==> config.mk <==
export PLATFORM = sky130hd
export DESIGN_NAME = mem_access_unit
export DESIGN_NICKNAME = d
export VERILOG_FILES = /design/src/rtl/mem_access_unit.sv
export SDC_FILE = /design/constraint.sdc
export NUM_CORES = 1
export LEC_CHECK = 0
export BUFFER_PORTS_ARGS = -buffer_cell sky130_fd_sc_hd__buf_2
export CAP_MARGIN = 20
export CELL_PAD_IN_SITES_DETAIL_PLACEMENT = 1
export CELL_PAD_IN_SITES_GLOBAL_PLACEMENT = 1
export CORE_UTILIZATION = 43
export CTS_CLUSTER_SIZE = 20
export DETAILED_ROUTE_END_ITERATION = 16
export HOLD_SLACK_MARGIN = 0.12
export PLACE_DENSITY = 0.94
export SLEW_MARGIN = 30
export SYNTH_ARGS = -nofsm -noshare
export SYNTH_HDL_FRONTEND = slang
export SYNTH_SLANG_ARGS = --single-unit
==> constraint.sdc <==
create_clock -name clk -period 3.95 [get_ports clk]
set_clock_uncertainty 0.1 [all_clocks]
set_input_delay 0.5925 -clock clk [delete_from_list [all_inputs] [get_ports clk]]
set_output_delay 0.5925 -clock clk [all_outputs]
set_load 0.01 [all_outputs]
==> src/rtl/mem_access_unit.sv <==
// mem_access_unit: RV64 load/store unit in front of the unified RAM rw port.
// Turns byte-addressed CPU loads/stores into 8-byte RAM word beats with a
// byte-lane mask, and sign/zero-extends load data on the way back.
//
// Optional feature macro: MISALIGN_SPLIT_EN
//   defined   - accesses crossing an 8-byte boundary run as two beats (ACC0, ACC1)
//   undefined - such accesses are rejected with resp_err and touch no RAM
//
// Handshake: a request is accepted on a rising clk edge where req_valid and
// req_ready are both 1; req_ready is 1 only in IDLE. The response is a single
// cycle resp_valid pulse with no back-pressure, so the CPU must sample it.
module mem_access_unit #(
  parameter int ADDR_W = 33,
  parameter int XLEN   = 64
) (
  input  logic              clk,
  input  logic              rstn,
  input  logic              req_valid,
  output logic              req_ready,
  input  logic              req_we,
  input  logic [2:0]        req_funct3,
  input  logic [XLEN-1:0]   req_addr,
  input  logic [XLEN-1:0]   req_wdata,
  output logic              resp_valid,
  output logic [XLEN-1:0]   resp_rdata,
  output logic              resp_err,
  output logic              rw_wmode,
  output logic [ADDR_W-1:0] rw_addr,
  output logic [XLEN-1:0]   rw_wdata,
  output logic [7:0]        rw_wmask,
  input  logic [XLEN-1:0]   rw_rdata,
  output logic [1:0]        dbg_state
);

  typedef enum logic [1:0] {
    IDLE = 2'd0,
    ACC0 = 2'd1,
    ACC1 = 2'd2,
    RESP = 2'd3
  } state_t;

  state_t              state_q, state_d;
  logic                we_q;
  logic [2:0]          f3_q;
  logic [ADDR_W-1:0]   addr_q;
  logic [XLEN-1:0]     wdata_q;
  logic                err_q;
  logic [XLEN-1:0]     lo_q;
  logic [ADDR_W-1:0]   last_addr_q;

  logic                accept;
  logic                req_bad;
  logic [2:0]          o;
  logic [7:0]          base_mask;
  logic [ADDR_W-1:0]   beat0_addr;
  logic [XLEN-1:0]     ld_sh;
  logic [XLEN-1:0]     ld_ext;

  // Upper request address bits are outside the RAM and deliberately dropped.
  logic unused_addr_hi;
  assign unused_addr_hi = ^req_addr[XLEN-1:ADDR_W];

  assign accept     = req_valid && (state_q == IDLE);
  assign o          = addr_q[2:0];
  assign beat0_addr = {addr_q[ADDR_W-1:3], 3'b000};
  assign dbg_state  = state_q;

  // Size decode of the captured request: funct3[1:0] selects 1/2/4/8 bytes.
  always_comb begin
    base_mask = 8'h01;
    case (f3_q[1:0])
      2'd0: base_mask = 8'h01;
      2'd1: base_mask = 8'h03;
      2'd2: base_mask = 8'h0F;
      2'd3: base_mask = 8'hFF;
      default: base_mask = 8'h01;
    endcase
  end

`ifdef MISALIGN_SPLIT_EN
  logic [XLEN-1:0]   hi_q;
  logic [15:0]       mask16;
  logic [127:0]      w128;
  logic [3:0]        cap_size;
  logic              cross_q;
  logic [ADDR_W-1:0] beat1_addr;

  assign cap_size   = 4'd1 << f3_q[1:0];
  assign cross_q    = ({1'b0, o} + cap_size) > 4'd8;
  assign mask16     = {8'h00, base_mask} << o;
  assign w128       = {64'h0, wdata_q} << {o, 3'b000};
  assign beat1_addr = beat0_addr + ADDR_W'(8);
  assign ld_sh      = 64'({hi_q, lo_q} >> {o, 3'b000});
  // Illegal encodings only; crossing accesses are executed as two beats.
  assign req_bad    = (req_funct3 == 3'd7) || (req_we && req_funct3[2]);
`else
  logic [3:0] req_size;
  logic       req_cross;

  assign req_size  = 4'd1 << req_funct3[1:0];
  assign req_cross = ({1'b0, req_addr[2:0]} + req_size) > 4'd8;
  assign ld_sh     = lo_q >> {o, 3'b000};
  // Illegal encodings, plus any access that would need a second beat.
  assign req_bad   = (req_funct3 == 3'd7) || (req_we && req_funct3[2]) || req_cross;
`endif

  // Load data extraction: truncate to the access size, then extend by funct3.
  always_comb begin
    ld_ext = '0;
    case (f3_q)
      3'd0: ld_ext = {{56{ld_sh[7]}},  ld_sh[7:0]};
      3'd1: ld_ext = {{48{ld_sh[15]}}, ld_sh[15:0]};
      3'd2: ld_ext = {{32{ld_sh[31]}}, ld_sh[31:0]};
      3'd3: ld_ext = ld_sh;
      3'd4: ld_ext = {56'h0, ld_sh[7:0]};
      3'd5: ld_ext = {48'h0, ld_sh[15:0]};
      3'd6: ld_ext = {32'h0, ld_sh[31:0]};
      default: ld_ext = '0;
    endcase
  end

  // State register.
  always_ff @(posedge clk or negedge rstn) begin
    if (!rstn) state_q <= IDLE;
    else       state_q <= state_d;
  end

  // Next-state logic and all port outputs, decoded from the current state.
  always_comb begin
    state_d    = state_q;
    req_ready  = 1'b0;
    resp_valid = 1'b0;
    resp_err   = 1'b0;
    resp_rdata = '0;
    rw_wmode   = 1'b0;
    rw_wmask   = 8'h00;
    rw_wdata   = '0;
    rw_addr    = last_addr_q;
    case (state_q)
      IDLE: begin
        req_ready = 1'b1;
        if (req_valid) state_d = req_bad ? RESP : ACC0;
      end
      ACC0: begin
        rw_addr  = beat0_addr;
        rw_wmode = we_q;
`ifdef MISALIGN_SPLIT_EN
        rw_wmask = mask16[7:0];
        rw_wdata = w128[63:0];
        state_d  = cross_q ? ACC1 : RESP;
`else
        rw_wmask = base_mask << o;
        rw_wdata = wdata_q << {o, 3'b000};
        state_d  = RESP;
`endif
      end
`ifdef MISALIGN_SPLIT_EN
      ACC1: begin
        rw_addr  = beat1_addr;
        rw_wmode = we_q;
        rw_wmask = mask16[15:8];
        rw_wdata = w128[127:64];
        state_d  = RESP;
      end
`else
      ACC1: state_d = IDLE;
`endif
      RESP: begin
        resp_valid = 1'b1;
        resp_err   = err_q;
        resp_rdata = (we_q || err_q) ? '0 : ld_ext;
        state_d    = IDLE;
      end
      default: state_d = IDLE;
    endcase
  end

  // Request capture, load-beat latching and the held RAM address.
  always_ff @(posedge clk or negedge rstn) begin
    if (!rstn) begin
      we_q        <= 1'b0;
      f3_q        <= 3'd0;
      addr_q      <= '0;
      wdata_q     <= '0;
      err_q       <= 1'b0;
      lo_q        <= '0;
      last_addr_q <= '0;
`ifdef MISALIGN_SPLIT_EN
      hi_q        <= '0;
`endif
    end else begin
      last_addr_q <= rw_addr;
      if (accept) begin
        we_q    <= req_we;
        f3_q    <= req_funct3;
        addr_q  <= req_addr[ADDR_W-1:0];
        wdata_q <= req_wdata;
        err_q   <= req_bad;
      end
      if (state_q == ACC0 && !we_q) lo_q <= rw_rdata;
`ifdef MISALIGN_SPLIT_EN
      if (state_q == ACC1 && !we_q) hi_q <= rw_rdata;
`endif
    end
  end

endmodule

==> Word-level counts from Yosys, hierarchy flattened <==
Cells that the tools add are included.
{ "totals": {"regBits": 201, "latch_bits": 0, "ram_bits": 0, "mem_bits_ro": 0, "wordCells": 53, "memories": 0} }
{ "op_classes": {"add_sub_neg": 1, "mul": 0, "div": 0, "order_cmp": 1, "eq_ne": 14, "shifts": 4, "muxes": 14, "bitwise_logic": 0, "n_reduce_logical": 11} }
{ "op_table": {"columns": ["cell", "n"], "rows": [
  ["64-bit one-hot mux with 7 select lines", 1],
  ["64-bit 2-to-1 mux", 3],
  ["64-bit by 6-bit left shift with 64-bit output", 1],
  ["64-bit by 6-bit right shift with 64-bit output", 1],
  ["33-bit 2-to-1 mux", 1],
  ["8-bit one-hot mux with 4 select lines", 1],
  ["3-bit == test, second input constant", 4],
  ["2-bit == test, second input constant", 4],
  ["8-bit 2-to-1 mux", 1],
  ["8-bit by 3-bit left shift with 8-bit output", 1],
  ["3-bit by 2-bit == test with 1-bit output, second input constant", 2],
  ["2-bit one-hot mux with 3 select lines", 1],
  ["3-bit by 4-bit adder with 4-bit output", 1],
  ["2-bit by 1-bit == test with 1-bit output, second input constant", 2],
  ["4-bit > comparator, second input constant", 1],
  ["2-bit zero test", 2],
  ["1-bit 2-to-1 mux", 4],
  ["2-bit 2-to-1 mux", 2],
  ["1-bit by 2-bit left shift with 4-bit output, first input constant", 1],
  ["3-bit by 1-bit == test with 1-bit output, second input constant", 1],
  ["1-bit logical AND", 3],
  ["3-bit zero test", 1],
  ["1-bit logical OR", 3],
  ["2-bit != test, second input constant", 1],
  ["2 further kinds", 2]
]} }

==> Depth between registers and ports, before layout <==
Gate-level depths: netlist of run 1.
{ "depth": {"depth_word": 7, "depth_mapped": 8, "ltp_nobuf": 8} }

==> Least setup slack after synthesis of run 1 <==
No wires, ideal clock.
{ "synth_timing": {"kind": "register to output", "start": "register f3_q[1]", "end": "output resp_rdata[26]", "arrival_time_ns": 1.766, "required_time_ns": 3.257, "slack_ns": 1.491, "path_stages_with_launch": 8, "path_cell_list": "dfrtp_1 > buf_2 > and3_1 > clkbuf_1 > or4b_1 > buf_2 > buf_6 > a21oi_1"} }
{ "synth_between": {"elab_chain_cells": 4, "elab_cells_between_ends": 10} }
{ "synth_lines": {"columns": ["element", "line_no", "source"], "rows": [
  ["start, declared", "44", "logic [2:0] f3_q;"],
  ["start signal, assigned", "195", "f3_q <= req_funct3;"],
  ["3-bit == test (tied with other cells)", "110", "case (f3_q)"],
  ["64-bit one-hot mux with 7 select lines (*)", "110", null],
  ["64-bit 2-to-1 mux (*)", "171", "resp_rdata = (we_q || err_q) ? '0 : ld_ext;"],
  ["64-bit 2-to-1 mux (*)", "139", "case (state_q)"],
  ["end, declared", "25", "output logic [XLEN-1:0] resp_rdata,"]
]} }
Mark *: on every way between the ends. The rest lies on a longest branch, timed or not.

==> Worst setup path after layout of run 1 <==
{ "layout_timing": {"start": "register addr_q[1]", "end": "output resp_rdata[38]"} }
{ "layout_between": {"elab_chain_cells": 4} }
{ "layout_lines": {"columns": ["element", "line_no", "source"], "rows": [
  ["start, declared", "45", "logic [ADDR_W-1:0] addr_q;"],
  ["start signal, assigned", "196", "addr_q <= req_addr[ADDR_W-1:0];"],
  ["64-bit by 6-bit right shift with 64-bit output", "102", "assign ld_sh = lo_q >> {o, 3'b000};"],
  ["64-bit one-hot mux with 7 select lines", "110", null],
  ["64-bit 2-to-1 mux", "171", null],
  ["64-bit 2-to-1 mux", "139", null]
]} }
Every way passes these cells.

==> flow_summary.yaml, run 1 <==
clocking:
  cts_tree: "yes"
  clk_path_buf_depth: 3
  h-tree-depth: 1
  clock_latency_ns: 0.55
  clkTransAtPathRegs_ns: 0.06
  cts_made_buffers: 24
  cts.sinks: 201
  post-cts-setup-buffer-count: 0
  root_buffer: "clkbuf_16"
setup_path:
  cpLargestDelayFamily: "compound AO/OA/AOI/OAI gates"
  cp-start-kind: "register"
  arrival_ns: 3.18
  rr_startpoint: "dbg_state[1]"
  path_cells: "mux2i_1 -> a2bb2oi_1 -> and4_4 -> a211oi_4 -> buf_4 -> a21oi_1 -> buf_2"
  cp.required_ns: 3.26
  worstSetupStartpoint: "addr_q[1]"
  end_kind: "primary output"
  max_stage_delay_ns: 0.55
  cp_num_buf_inv: 2
  path_max_fanout: 20
  path_class: "register to primary output"
  cp_slowest_cell: "dfrtp_4"
power:
  power.density_mw_per_mm2: 1000
  p_total_mw: 14.9
  vdd_drop_max_mv: 0.542
  static-leakage-power_nw: 7.07
synthesis:
  yosys.area.top_type: "dfrtp_1"
  synth_top_area_share_pct: 42.0
  mappedNetlistNets: 1333
  seq_area_frac_synth_pct: 42.0
  synth_edf_count: 0
  yosys_register_bits: 201
  synth_area_leaders: "dfrtp_1 (42%), mux2_2 (18%), mux4_2 (7.0%), mux2i_1 (6.5%), nand2_1 (6.4%)"
  yosysWarningCount: 0
  synthArstFlopShare_pct: 100
  synth_flop_cell: "dfrtp_1"
  synth_cells: 1130
  synth_area_mm2: 0.0120
  postSynthAreaPerCell_um2: 10.6
  synth_cell_types: 54
floorplan:
  fp.dieW_um: 169
  die_h_um: 169
  boundaryPins: 374
  core_mm2: 0.0271
  dieArea_mm2: 0.0285
  rows: 60
  initial_core_util_pct: 44.1
layout:
  postLayoutCellArea_mm2: 0.0149
  drive_above_1_share_pct: 45.8
  final_common_cell: "buf_2"
  layout_common_cells: "buf_2 (341), nand2_1 (204), dfrtp_1 (198), mux2_2 (188), a21oi_1 (85)"
  fin_cells: 1836
  nFillCells: 2977
  syn_to_final_growth_pct: 24.5
  final_nets: 1645
  utilization_pct: 54.9
timing:
  tns_ns: 0
  finalMaxSlewViolations: 0
  max_slew_margin_pct: 53.9
  worstMarginPinSlew_ns: 0.691
  setup_viol: 0
  fmax_mhz: 258
  fin_crit_sh_pct: 97.9
  hold_ws_ns: 0.172
  fin_ws_ns: 0.0813
  hold_viol_final: 0
  fin_crit_ns: 3.87
  rsz0062_at_grt: "true"
routing:
  viasPerCell: 5.82
  routed_wl_um: 46800
  ant_nets: 0
  drt-initial-drc-count: 778
  drt_first_pass_iters: 6
  wl_per_cell_um: 25.5
  dr_total_vias: 10677
  drc: 0
place:
  hpwl_um: 32300
  port_buffers: 342
  dpl_cell_area_mm2: 0.0139
  gp_congestion: 0.899
  dpl_worst_slack_ns: 0.658
  dp_cells: 1786
hold_path:
  hp-class: "primary input to register"
  hold_start: "rw_rdata[38]"
run:
  cap_violations: 0
global_routing:
  grt_pass1_vias: 11669
  grt_pass1_wl_um: 70700
  grt_max_degree: 104
  antenna_found_initial: 5
  grt_remaining_overflow: 0
  track_usage_pct: 32.8
outcome:
  status: "complete, no violations"
-- where the power goes --
group,switching (mW),internal (mW)
combinational,4.56,3.61
clock,0.955,1.50
sequential,1.15,3.12
total,6.66,8.23
-- synth_stat cells (3+ instances only) --
library cell and n:
dfrtp_1 201, nand2_1 204, inv_1 3, mux2_2 188, a21oi_2 3, ha_1 3, a31o_2 4, a211oi_1 3
mux2i_1 78, nor2_1 67, nor2b_1 6, buf_6 10, nand3_1 4, mux4_2 37, a211o_1 4, a22oi_1 10
a21oi_1 85, nor3_1 5, o21ai_0 30, buf_4 11, and2_1 27, nand2b_1 8, buf_1 7, clkbuf_1 24
o211ai_1 9, buf_2 39, and3_1 14, o22ai_1 5, a32oi_1 5, a22o_1 8
-- cell families after synthesis --
kind of cell	count (synthesis)	synth area share (%)
multiplexers	304	31.3
AND/OR/NAND/NOR	343	12.2
buffers and inverters	96	4.40
flip-flops	201	42.0
XOR/XNOR	1	0.0732
adder cells (fa/ha/maj)	4	0.481
AO/OA/AOI/OAI	181	9.43
-- repair_timing --
item | CTS | global route
gates resized for setup | 0 | 2
setup endpoints to repair | 0 | 22
hold endpoints to repair | 52 | 0
hold buffers | 1 | 0
-- registers in the layout (all words and copies together), names as in the netlist --
name         flops
lo_q            64
wdata_q         64
addr_q          33
last_addr_q     33
f3_q             3
dbg_state        2
err_q            1
we_q             1
-- layer usage --
metal	part of all wire, %	global-route usage (%)
met5	0.083	0
met4	4.6	15.0
met3	8.3	7.51
met2	52	59.5
met1	35	36.6
-- path summary, 6_finish.rpt --
| path | end | slack, ns | depth (start not counted) |
|---|---|---|---|
| max | resp_rdata[38] | 0.08 | 7 |
| min | lo_q[38] | 0.17 | 2 |
| max reg2reg | lo_q[50] | 1.45 | 5 |
| min reg2reg | last_addr_q[31] | 0.38 | 2 |
| max in group asynchronous | wdata_q[45] | 2.18 | 4 |
| min in group asynchronous | lo_q[45] | 0.41 | 2 |
-- cell type report --
type	count	area (um^2)	share of cell area, %
multi-input cells	833	6430	43.2
repair buffers	378	2050	13.7
inverters	4	15.0	0.101
clock buffers	32	691	4.64
clock inverters	12	195	1.31
well taps	372	465	3.13
flip-flops and latches	201	5040	33.8
diodes	4	10.0	0.0672
(Power assumes the default switching activity.)
==> run 2, diff against run 1 <==
--- a/config.mk
+++ b/config.mk
@@ -5,15 +5,15 @@
 export SDC_FILE = /design/constraint.sdc
 export NUM_CORES = 1
 export LEC_CHECK = 0
-export BUFFER_PORTS_ARGS = -buffer_cell sky130_fd_sc_hd__buf_2
+export BUFFER_PORTS_ARGS = -buffer_cell sky130_fd_sc_hd__clkbuf_2
 export CAP_MARGIN = 20
 export CELL_PAD_IN_SITES_DETAIL_PLACEMENT = 1
 export CELL_PAD_IN_SITES_GLOBAL_PLACEMENT = 1
-export CORE_UTILIZATION = 43
+export CORE_UTILIZATION = 36
 export CTS_CLUSTER_SIZE = 20
 export DETAILED_ROUTE_END_ITERATION = 16
 export HOLD_SLACK_MARGIN = 0.12
-export PLACE_DENSITY = 0.94
+export PLACE_DENSITY = 0.85
 export SLEW_MARGIN = 30
 export SYNTH_ARGS = -nofsm -noshare
 export SYNTH_HDL_FRONTEND = slang
==> constraint.sdc (replaced) <==
create_clock -name clk -period 3.5 [get_ports clk]
set_clock_uncertainty 0.1 [all_clocks]
set_input_delay 0.525 -clock clk [delete_from_list [all_inputs] [get_ports clk]]
set_output_delay 0.525 -clock clk [all_outputs]
set_load 0.01 [all_outputs]
==> run 2 against run 1 <==
Final cell count rose by 11%. Critical path depth shrank 1. Wire length increased by 9.4%. Critical path type unchanged. Critical endpoint is now resp_rdata[8]. Largest power group unchanged.
==> flow_summary.yaml, run 2 (synthesized netlist as in run 1, its figures left out) <==
clocking:
  h-tree-depth: 1
  clkTransAtPathRegs_ns: 0.07
  root_buffer: "clkbuf_16"
  cts.sinks: 201
  cts_made_buffers: 25
  cts_tree: "yes"
  clock_latency_ns: 0.55
  clk_path_buf_depth: 3
global_routing:
  grt_pass1_vias: 12478
  antenna_found_initial: 1
  grt_pass1_wl_um: 76700
  grt_max_degree: 94
  grt_remaining_overflow: 0
  track_usage_pct: 30.1
routing:
  viasPerCell: 5.62
  drt_first_pass_iters: 5
  drc: 0
  dr_total_vias: 11411
  routed_wl_um: 51200
  wl_per_cell_um: 25.2
  ant_nets: 0
  drt-initial-drc-count: 647
place:
  port_buffers: 342
  gp_congestion: 0.930
  dpl_cell_area_mm2: 0.0141
  hpwl_um: 31800
floorplan:
  rows: 66
  initial_core_util_pct: 36.7
  fp.dieW_um: 184
  boundaryPins: 374
  core_mm2: 0.0326
  dieArea_mm2: 0.0340
  die_h_um: 184
hold_path:
  hp-class: "primary input to register"
setup_path:
  cp_num_buf_inv: 2
  cp-start-kind: "register"
  arrival_ns: 2.81
  path_cells: "buf_4 -> mux4_2 -> mux2_2 -> a21oi_1 -> nor2_1 -> clkbuf_2"
  path_class: "register to primary output"
  end_kind: "primary output"
  max_stage_delay_ns: 0.57
  cpLargestDelayFamily: "multiplexers"
  cp.required_ns: 2.87
  cp_slowest_cell: "dfrtp_4"
  path_max_fanout: 25
timing:
  tns_ns: 0
  hold_viol_final: 0
  fmax_mhz: 291
  max_slew_margin_pct: 45.5
  worstMarginPinSlew_ns: 0.817
  fin_crit_sh_pct: 98.1
  finalMaxSlewViolations: 0
  setup_viol: 0
  rsz0062_at_grt: "true"
  fin_crit_ns: 3.43
layout:
  layout_common_cells: "clkbuf_2 (341), nand2_1 (204), dfrtp_1 (198), mux2_2 (188), dlygate4sd3_1 (126)"
  final_common_cell: "clkbuf_2"
  reg.largest.list: "lo_q: 64 flops, wdata_q: 64 flops"
  seqCellArea_mm2: 0.00504
  nFillCells: 3619
  drive_above_1_share_pct: 42.5
  multi_input_area_mm2: 0.00647
  syn_to_final_growth_pct: 35.9
  postLayoutCellArea_mm2: 0.0163
  final_nets: 1772
  antenna_cells: 0
run:
  cap_violations: 0
power:
  vdd_drop_max_mv: 0.683
  static-leakage-power_nw: 7.51
  power.density_mw_per_mm2: 1060
outcome:
  status: "complete, no violations"
[run 2: cell types whose count changed in the layout (fill, tap and decap cells not counted), moves of 4 or more]
cell | before | now
clkbuf_2 | 0 | 341
diode_2 | 4 | 0
a21oi_2 | 3 | 7
buf_6 | 2 | 7
buf_2 | 341 | 0
dlygate4sd3_1 | 1 | 126
clkbuf_8 | 7 | 3
buf_4 | 30 | 24
a21oi_1 | 85 | 80
[run 2: power by group]
group,leakage [nW],internal (mW),total [mW],switching [mW]
sequential,2.39,3.52,4.86,1.34
clock,0.404,1.59,2.72,1.13
combinational,4.71,4.24,9.69,5.45
total,7.51,9.35,17.3,7.93
[run 2: metal layers]
metal	up-vias	global-route usage (%)	part of all wire [%]
li1	4890	-	-
met1	5728	33.0	36
met2	617	54.0	51
met3	174	7.75	8.6
met4	2	14.5	4.6
met5	-	0	0.025
[run 2: final timing paths]
check                               start             end  slack [ns]  cells after the start
min                         req_wdata[57]     wdata_q[57]        0.13                      2
min reg2reg                last_addr_q[4]  last_addr_q[4]        0.38                      2
max                             addr_q[0]   resp_rdata[8]        0.07                      6
max reg2reg                  dbg_state[1]     wdata_q[48]        1.29                      4
max in group asynchronous            rstn     wdata_q[35]        1.89                      3
min in group asynchronous            rstn        lo_q[12]        0.52                      2
[run 2: timing repair]
item / CTS / global route
setup endpoints to repair: 53 / 65
buffers inserted: 0 / 2
gates cloned: 0 / 0
endpoints found under the hold margin: 216 / 0
resized for setup: 8 / 9
hold buffers: 126 / 0
[run 2: layout make-up]
| type | instances | area share, % |
|---|---|---|
| clock buffers | 32 | 4.13 |
| clock inverters | 13 | 1.00 |
| inverters | 4 | 0.108 |
| multi-input cells | 833 | 39.8 |
| flip-flops and latches | 201 | 31.0 |
| well taps | 442 | 3.40 |
| repair buffers | 504 | 20.5 |
[run 2: per-stage QoR]
stage	util [%]	hold slack, ns	cells	setup slack [ns]	power (mW)
floorplan	-	0.129	1130	1.11	10.7
global placement	43.1	0.354	1856	0.443	13.3
detailed placement	43.1	0.358	1856	0.340	13.7
CTS	49.6	0.121	2027	0.0112	16.7
global route	49.8	0.123	2029	-0.0252	18.1
finish	49.8	0.129	2029	0.0678	17.3
